## src/rtl/entry_pkg.sv

```systemverilog
// Shared state codes, operator codes and operator legality rule for entry_sequencer.
package entry_pkg;

  typedef enum logic [2:0] {
    S_A    = 3'd0,
    S_OP   = 3'd1,
    S_B    = 3'd2,
    S_EXEC = 3'd3,
    S_WAIT = 3'd4,
    S_SHOW = 3'd5
  } state_t;

  localparam logic [2:0] OP_ADD = 3'd0;
  localparam logic [2:0] OP_SUB = 3'd1;
  localparam logic [2:0] OP_MUL = 3'd2;
  localparam logic [2:0] OP_DIV = 3'd3;
  localparam logic [2:0] OP_AND = 3'd4;
  localparam logic [2:0] OP_OR  = 3'd5;
  localparam logic [2:0] OP_MAX = OP_OR;

  function automatic logic op_legal(input logic [7:0] code);
    return (code[7:3] == 5'd0) && (code[2:0] <= OP_MAX);
  endfunction

endpackage

```

## src/rtl/entry_timer.sv

```systemverilog
// Idle-entry watchdog: counts enabled cycles and flags the last one before expiry.
module entry_timer #(
  parameter int TIMEOUT_CYCLES = 500_000_000,
  parameter int TO_W           = 29
) (
  input  logic clk,
  input  logic rst,
  input  logic clr,
  input  logic en,
  output logic expired
);

  localparam logic [TO_W-1:0] LAST = TO_W'(TIMEOUT_CYCLES - 1);

  logic [TO_W-1:0] count;

  always_ff @(posedge clk or posedge rst) begin
    if (rst)
      count <= '0;
    else if (clr)
      count <= '0;
    else if (en)
      count <= count + TO_W'(1);
  end

  assign expired = en && (count == LAST);

endmodule

```

## src/rtl/entry_sequencer.sv

```systemverilog
// Sequences A / operator / B entry into the shared ALU and holds the result.
// Optional idle-entry timeout is built when ENTRY_TIMEOUT_EN is defined.
module entry_sequencer
  import entry_pkg::*;
#(
  parameter int TIMEOUT_CYCLES = 500_000_000,
  parameter int TO_W           = 29
) (
  input  logic        clk,
  input  logic        rst,
  input  logic        in_valid,
  input  logic [7:0]  in_data,
  input  logic        clear,
  output logic        alu_start,
  output logic [7:0]  alu_a,
  output logic [7:0]  alu_b,
  output logic [2:0]  alu_op,
  input  logic        alu_done,
  input  logic [15:0] alu_result,
  input  logic        alu_err,
  output logic [15:0] result,
  output logic        result_valid,
  output logic        err,
  output logic        timeout,
  output logic [2:0]  stage,
  output logic        busy
);

  state_t state;
  logic   clear_pend;
  logic   expired;

  assign stage = state;

`ifdef ENTRY_TIMEOUT_EN
  logic timer_en;
  logic timer_clr;

  // Outside S_OP/S_B the counter is held at zero, so every entry into them starts fresh.
  assign timer_en  = (state == S_OP) || (state == S_B);
  assign timer_clr = in_valid | clear | ~timer_en | expired;

  entry_timer #(
    .TIMEOUT_CYCLES(TIMEOUT_CYCLES),
    .TO_W          (TO_W)
  ) u_timer (
    .clk    (clk),
    .rst    (rst),
    .clr    (timer_clr),
    .en     (timer_en),
    .expired(expired)
  );
`else
  logic unused_cfg;
  assign unused_cfg = (TIMEOUT_CYCLES > 0) ^ (TO_W > 0);
  assign expired    = 1'b0;
`endif

  // Priority: clear (where it acts immediately) > in_valid > timeout expiry.
  always_ff @(posedge clk or posedge rst) begin
    if (rst) begin
      state        <= S_A;
      clear_pend   <= 1'b0;
      alu_start    <= 1'b0;
      alu_a        <= '0;
      alu_b        <= '0;
      alu_op       <= '0;
      result       <= '0;
      result_valid <= 1'b0;
      err          <= 1'b0;
      timeout      <= 1'b0;
      busy         <= 1'b0;
    end else begin
      alu_start <= 1'b0;
      timeout   <= 1'b0;
      if (clear && (state == S_A || state == S_OP || state == S_B || state == S_SHOW)) begin
        state        <= S_A;
        alu_a        <= '0;
        alu_b        <= '0;
        alu_op       <= '0;
        result       <= '0;
        result_valid <= 1'b0;
        err          <= 1'b0;
      end else begin
        case (state)
          S_A: if (in_valid) begin
            alu_a <= in_data;
            err   <= 1'b0;
            state <= S_OP;
          end
          S_OP: if (in_valid) begin
            if (op_legal(in_data)) begin
              alu_op <= in_data[2:0];
              err    <= 1'b0;
              state  <= S_B;
            end else begin
              err <= 1'b1;
            end
          end else if (expired) begin
            timeout <= 1'b1;
            err     <= 1'b1;
            alu_a   <= '0;
            alu_b   <= '0;
            alu_op  <= '0;
            state   <= S_A;
          end
          S_B: if (in_valid) begin
            alu_b     <= in_data;
            alu_start <= 1'b1;
            busy      <= 1'b1;
            state     <= S_EXEC;
          end else if (expired) begin
            timeout <= 1'b1;
            err     <= 1'b1;
            alu_a   <= '0;
            alu_b   <= '0;
            alu_op  <= '0;
            state   <= S_A;
          end
          S_EXEC: begin
            if (clear) clear_pend <= 1'b1;
            state <= S_WAIT;
          end
          S_WAIT: if (alu_done) begin
            busy       <= 1'b0;
            clear_pend <= 1'b0;
            if (clear_pend || clear) begin
              alu_a        <= '0;
              alu_b        <= '0;
              alu_op       <= '0;
              result       <= '0;
              result_valid <= 1'b0;
              err          <= 1'b0;
              state        <= S_A;
            end else begin
              result       <= alu_result;
              err          <= alu_err;
              result_valid <= 1'b1;
              state        <= S_SHOW;
            end
          end else if (clear) begin
            clear_pend <= 1'b1;
          end
          S_SHOW: if (in_valid) begin
            alu_a        <= in_data;
            result_valid <= 1'b0;
            err          <= 1'b0;
            state        <= S_OP;
          end
          default: state <= S_A;
        endcase
      end
    end
  end

endmodule

```

## config.mk

```make
export PLATFORM = sky130hd
export DESIGN_NAME = entry_sequencer
export DESIGN_NICKNAME = d
export VERILOG_FILES = /design/src/rtl/entry_pkg.sv /design/src/rtl/entry_timer.sv /design/src/rtl/entry_sequencer.sv
export SDC_FILE = /design/constraint.sdc
export NUM_CORES = 1
export LEC_CHECK = 0
export CAP_MARGIN = 10
export CORE_MARGIN = 5
export CORE_UTILIZATION = 35
export CTS_CLUSTER_SIZE = 12
export DETAILED_ROUTE_END_ITERATION = 12
export HOLD_SLACK_MARGIN = 0.12
export PLACE_DENSITY_LB_ADDON = 0.3
export SLEW_MARGIN = 20
export SYNTH_ARGS = -nofsm -noshare
export SYNTH_HDL_FRONTEND = slang
export SYNTH_SLANG_ARGS = --single-unit
```

## constraint.sdc

```tcl
create_clock -name clk -period 3.77 [get_ports clk]
set_clock_uncertainty 0.2 [all_clocks]
set_input_delay 0.754 -clock clk [delete_from_list [all_inputs] [get_ports clk]]
set_output_delay 0.754 -clock clk [all_outputs]
set_load 0.02 [all_outputs]
```

==> metrics.md <==
| Metric | Value |
|---|---|
| Synth top area share | `46.8%` |
| Drt first-iter violations | `63` |
| Hold buffer count at cts | `0` |
| Post-synth cell types | `42` |
| Dpl hpwl | `4130 um` |
| Fill cells | `580` |
| Main synth FF type | `dfrtp_1` |
| Status | `complete, no violations` |
| Leakage | `0.00140 uW` |
| CP Max Fanout | `25` |
| Avg Cell Area, Syn | `10.3 um^2` |
| Critical Path AT | `1.82 ns` |
| Setup TNS | `0 ns` |
| Largest net degree at the start of global routing | `26` |
| Post-CTS Setup Bufs | `0` |
| Final core occ | `49.1%` |
| Layout area overhead | `35.7%` |
| Largest area contributor in the netlist | `dfrtp_1` |
| Worst path slowest cell | `dfrtp_1` |
| Finished Layout Cells | `368` |
| Yosys warns | `0` |
| Register area share after synthesis | `46.8%` |
| Measured slew at the worst slew-check pin | `0.893 ns` |
| Total Wirelength | `5510 um` |
| Detailed-router iteration count before antenna repair | `4` |
| Final hold vios | `0` |
| I/O pin total | `73` |
| Slew Limit Fails | `0` |
| CTS H-tree depth | `2` |
| CP Class | `reg -> out` |
| FP Rows | `29` |
| DR vias/cell | `4.85` |
| Setup WS pre-CTS | `0.755 ns` |
| Die H | `91.0 um` |
| CTS Sinks | `43` |
| Critical path, cell by cell | `clkdlybuf4s50_1` |
| Number of synthesized flops with an enable pin | `0` |
| CTS clk-pin slew, worst paths | `0.08 ns` |
| Antenna Nets Post-Route | `0` |
| Compound-cell area share of the yosys netlist | `10.9%` |
| Largest family of logic cells by synthesized area | `multiplexers` |
| Worst Path Required | `2.82 ns` |
| Asr flop ratio synth | `100%` |
| Placed Cells | `361` |
| Worst slew margin | `40.1%` |
| Post-Synth XOR/XNOR Area | `0%` |
| Final setup margin | `0.995 ns` |
| Root Driver | `clkbuf_8` |
| Total number of vias | `1783` |
| GRT overflow | `0` |
| Post-Synth Adder-Cell Area | `0%` |
| Multiplexer area fraction after synthesis | `18.6%` |
| Synth Area in Simple Gates | `14.9%` |
| Post-cts sizing count | `0` |
| Vias in the first global route | `1768` |
| CTS tree | `done` |
| PwrDens | `738 mW/mm^2` |
| GRT Overall Usage | `13.5%` |
| Post-route minimum period | `2.77 ns` |
| Core ar. | `0.00635 mm^2` |
| Syn nets | `253` |
| Input/output buffers | `71` |
| Starting density of the core | `36.2%` |
| Delay-heaviest family, CP | `flip-flops` |
| Final setup violation count | `0` |
| Nets@finish | `321` |
| Clk buf depth | `2` |
| Initial antenna violation count | `0` |
| Max frequency | `360 MHz` |
| HP Class | `reg -> reg` |
| CTS buffer count | `5` |
| Worst setup SP type | `flop` |
| Buffers & Inverters on Critical Path | `1` |
| Crit. End Element | `output pin` |
| Worst VDD drop | `0.000427 V` |
| Synth Instances | `223` |
| Die W | `91.0 um` |
| Clock Latency Late Sink | `0.29 ns` |
| Synth Cell Area | `0.00230 mm^2` |
| DRC | `0` |
| RSZ-0062 raised after global routing | `false` |
| Synth area leaders | `dfrtp_1, mux2i_1, mux2_4` |
| Gpl congestion | `0.842` |
| #FFs+latches synth | `43` |
| Final period util | `73.6%` |
| Slowest stage delay, CP | `0.79 ns` |
| Routed wire per std cell | `15.0 um` |
| Die area | `0.00828 mm^2` |
| # diodes | `0` |
| First-pass GRT wire length | `9280 um` |
| Share of cells above drive strength 1 | `9.28%` |
| Max cap viols | `0` |
[layout by cell type (no fill, tap or decap), types with 2 or more instances in the layout]
master,instances
clkdlybuf4s50_1,71
dfrtp_1,43
nand2_1,32
inv_1,26
mux2i_1,25
a21oi_1,11
mux2_4,11
and3_1,8
nand2b_1,7
nor2_1,6
clkbuf_8,6
nor2b_1,3
a21o_1,3
o21ai_0,3
buf_4,3
o21a_1,2
nor3_1,2
nand3_1,2
o311a_1,2
a31oi_1,2
[cell families after synthesis]
group | count (synthesis)
and+or+nand+nor | 68
DFF | 43
buffers and inverters | 40
muxes | 37
AOI/OAI and AO/OA | 34
other | 1
[registers in the layout, indices dropped and copies added, names as in the netlist]
signal / count
alu_a: 8
alu_b: 8
alu_op: 3
alu_start: 1
busy: 1
clear_pend: 1
err: 1
result: 16
result_valid: 1
stage: 3
[routing by layer]
layer  routed length (um)  track usage (%)  part of all wire (%)  vias up
met5                    0                0                     0        -
li1                     -                -                     -      887
met2                 2700             21.5                    49       42
met1                 2530             18.4                    46      848
met3                  217             2.98                   3.9        6
met4                   61             4.03                   1.1        0
[through the flow]
stage / hold WS [ns] / area [um^2] / total power (uW)
global placement: 0.263 / 3030 / 2010
finish: 0.301 / 3120 / 2300
CTS: 0.307 / 3120 / 2330
floorplan: 0.372 / 2300 / 1620
detailed placement: 0.275 / 3030 / 2030
global route: 0.315 / 3120 / 2450
[power breakdown]
part | internal, uW | switching [uW] | total (uW)
clock network | 144 | 152 | 295
registers | 604 | 157 | 761
logic | 629 | 616 | 1250
[Yosys cell counts, types with 2 or more instances]
cell type and count:
a21oi_1 11, clkbuf_1 2, o21ai_0 3, mux2i_1 25, nand2b_1 7, nor3_1 2
dfrtp_1 43, o311a_1 2, o21a_1 2, a21o_1 3, and3_1 8, nor2_1 6
nand3_1 2, buf_2 5, inv_1 27, buf_6 5, nand2_1 32, a31oi_1 2
mux2_4 11, nor2b_1 3
[worst paths after layout]
check	from	endpoint	slack (ns)	cells past startpoint
setup / recovery	stage[0]$_DFFE_PP0P_	stage[0]	1.0	1
hold / removal	busy$_DFFE_PP0P_	busy$_DFFE_PP0P_	0.30	1
setup reg to reg	stage[0]$_DFFE_PP0P_	alu_b[0]$_DFFE_PP0P_	1.42	4
hold reg to reg	busy$_DFFE_PP0P_	busy$_DFFE_PP0P_	0.30	1
max in group asynchronous	rst	alu_a[5]$_DFFE_PP0P_	2.02	3
min in group asynchronous	rst	result[5]$_DFFE_PP0P_	0.65	2
[worst reg2reg max path, cell delays in order, from the launching register on]
cell and delay, ns:
dfrtp_1 0.79, nor2_1 0.23, nand3_1 0.14, o311a_1 0.53, mux2_4 0.35
[cell type report]
class	count	area [um^2]	area share [%]
sequential	43	1080	34.5
inverter	27	101	3.25
timing repair buffer	74	733	23.5
clock buffer	6	82.6	2.65
clock inverter	1	5.00	0.161
tap	77	96.3	3.09
multi-input combinational	140	1020	32.8
Note: power is estimated with default switching activity, not from simulation.
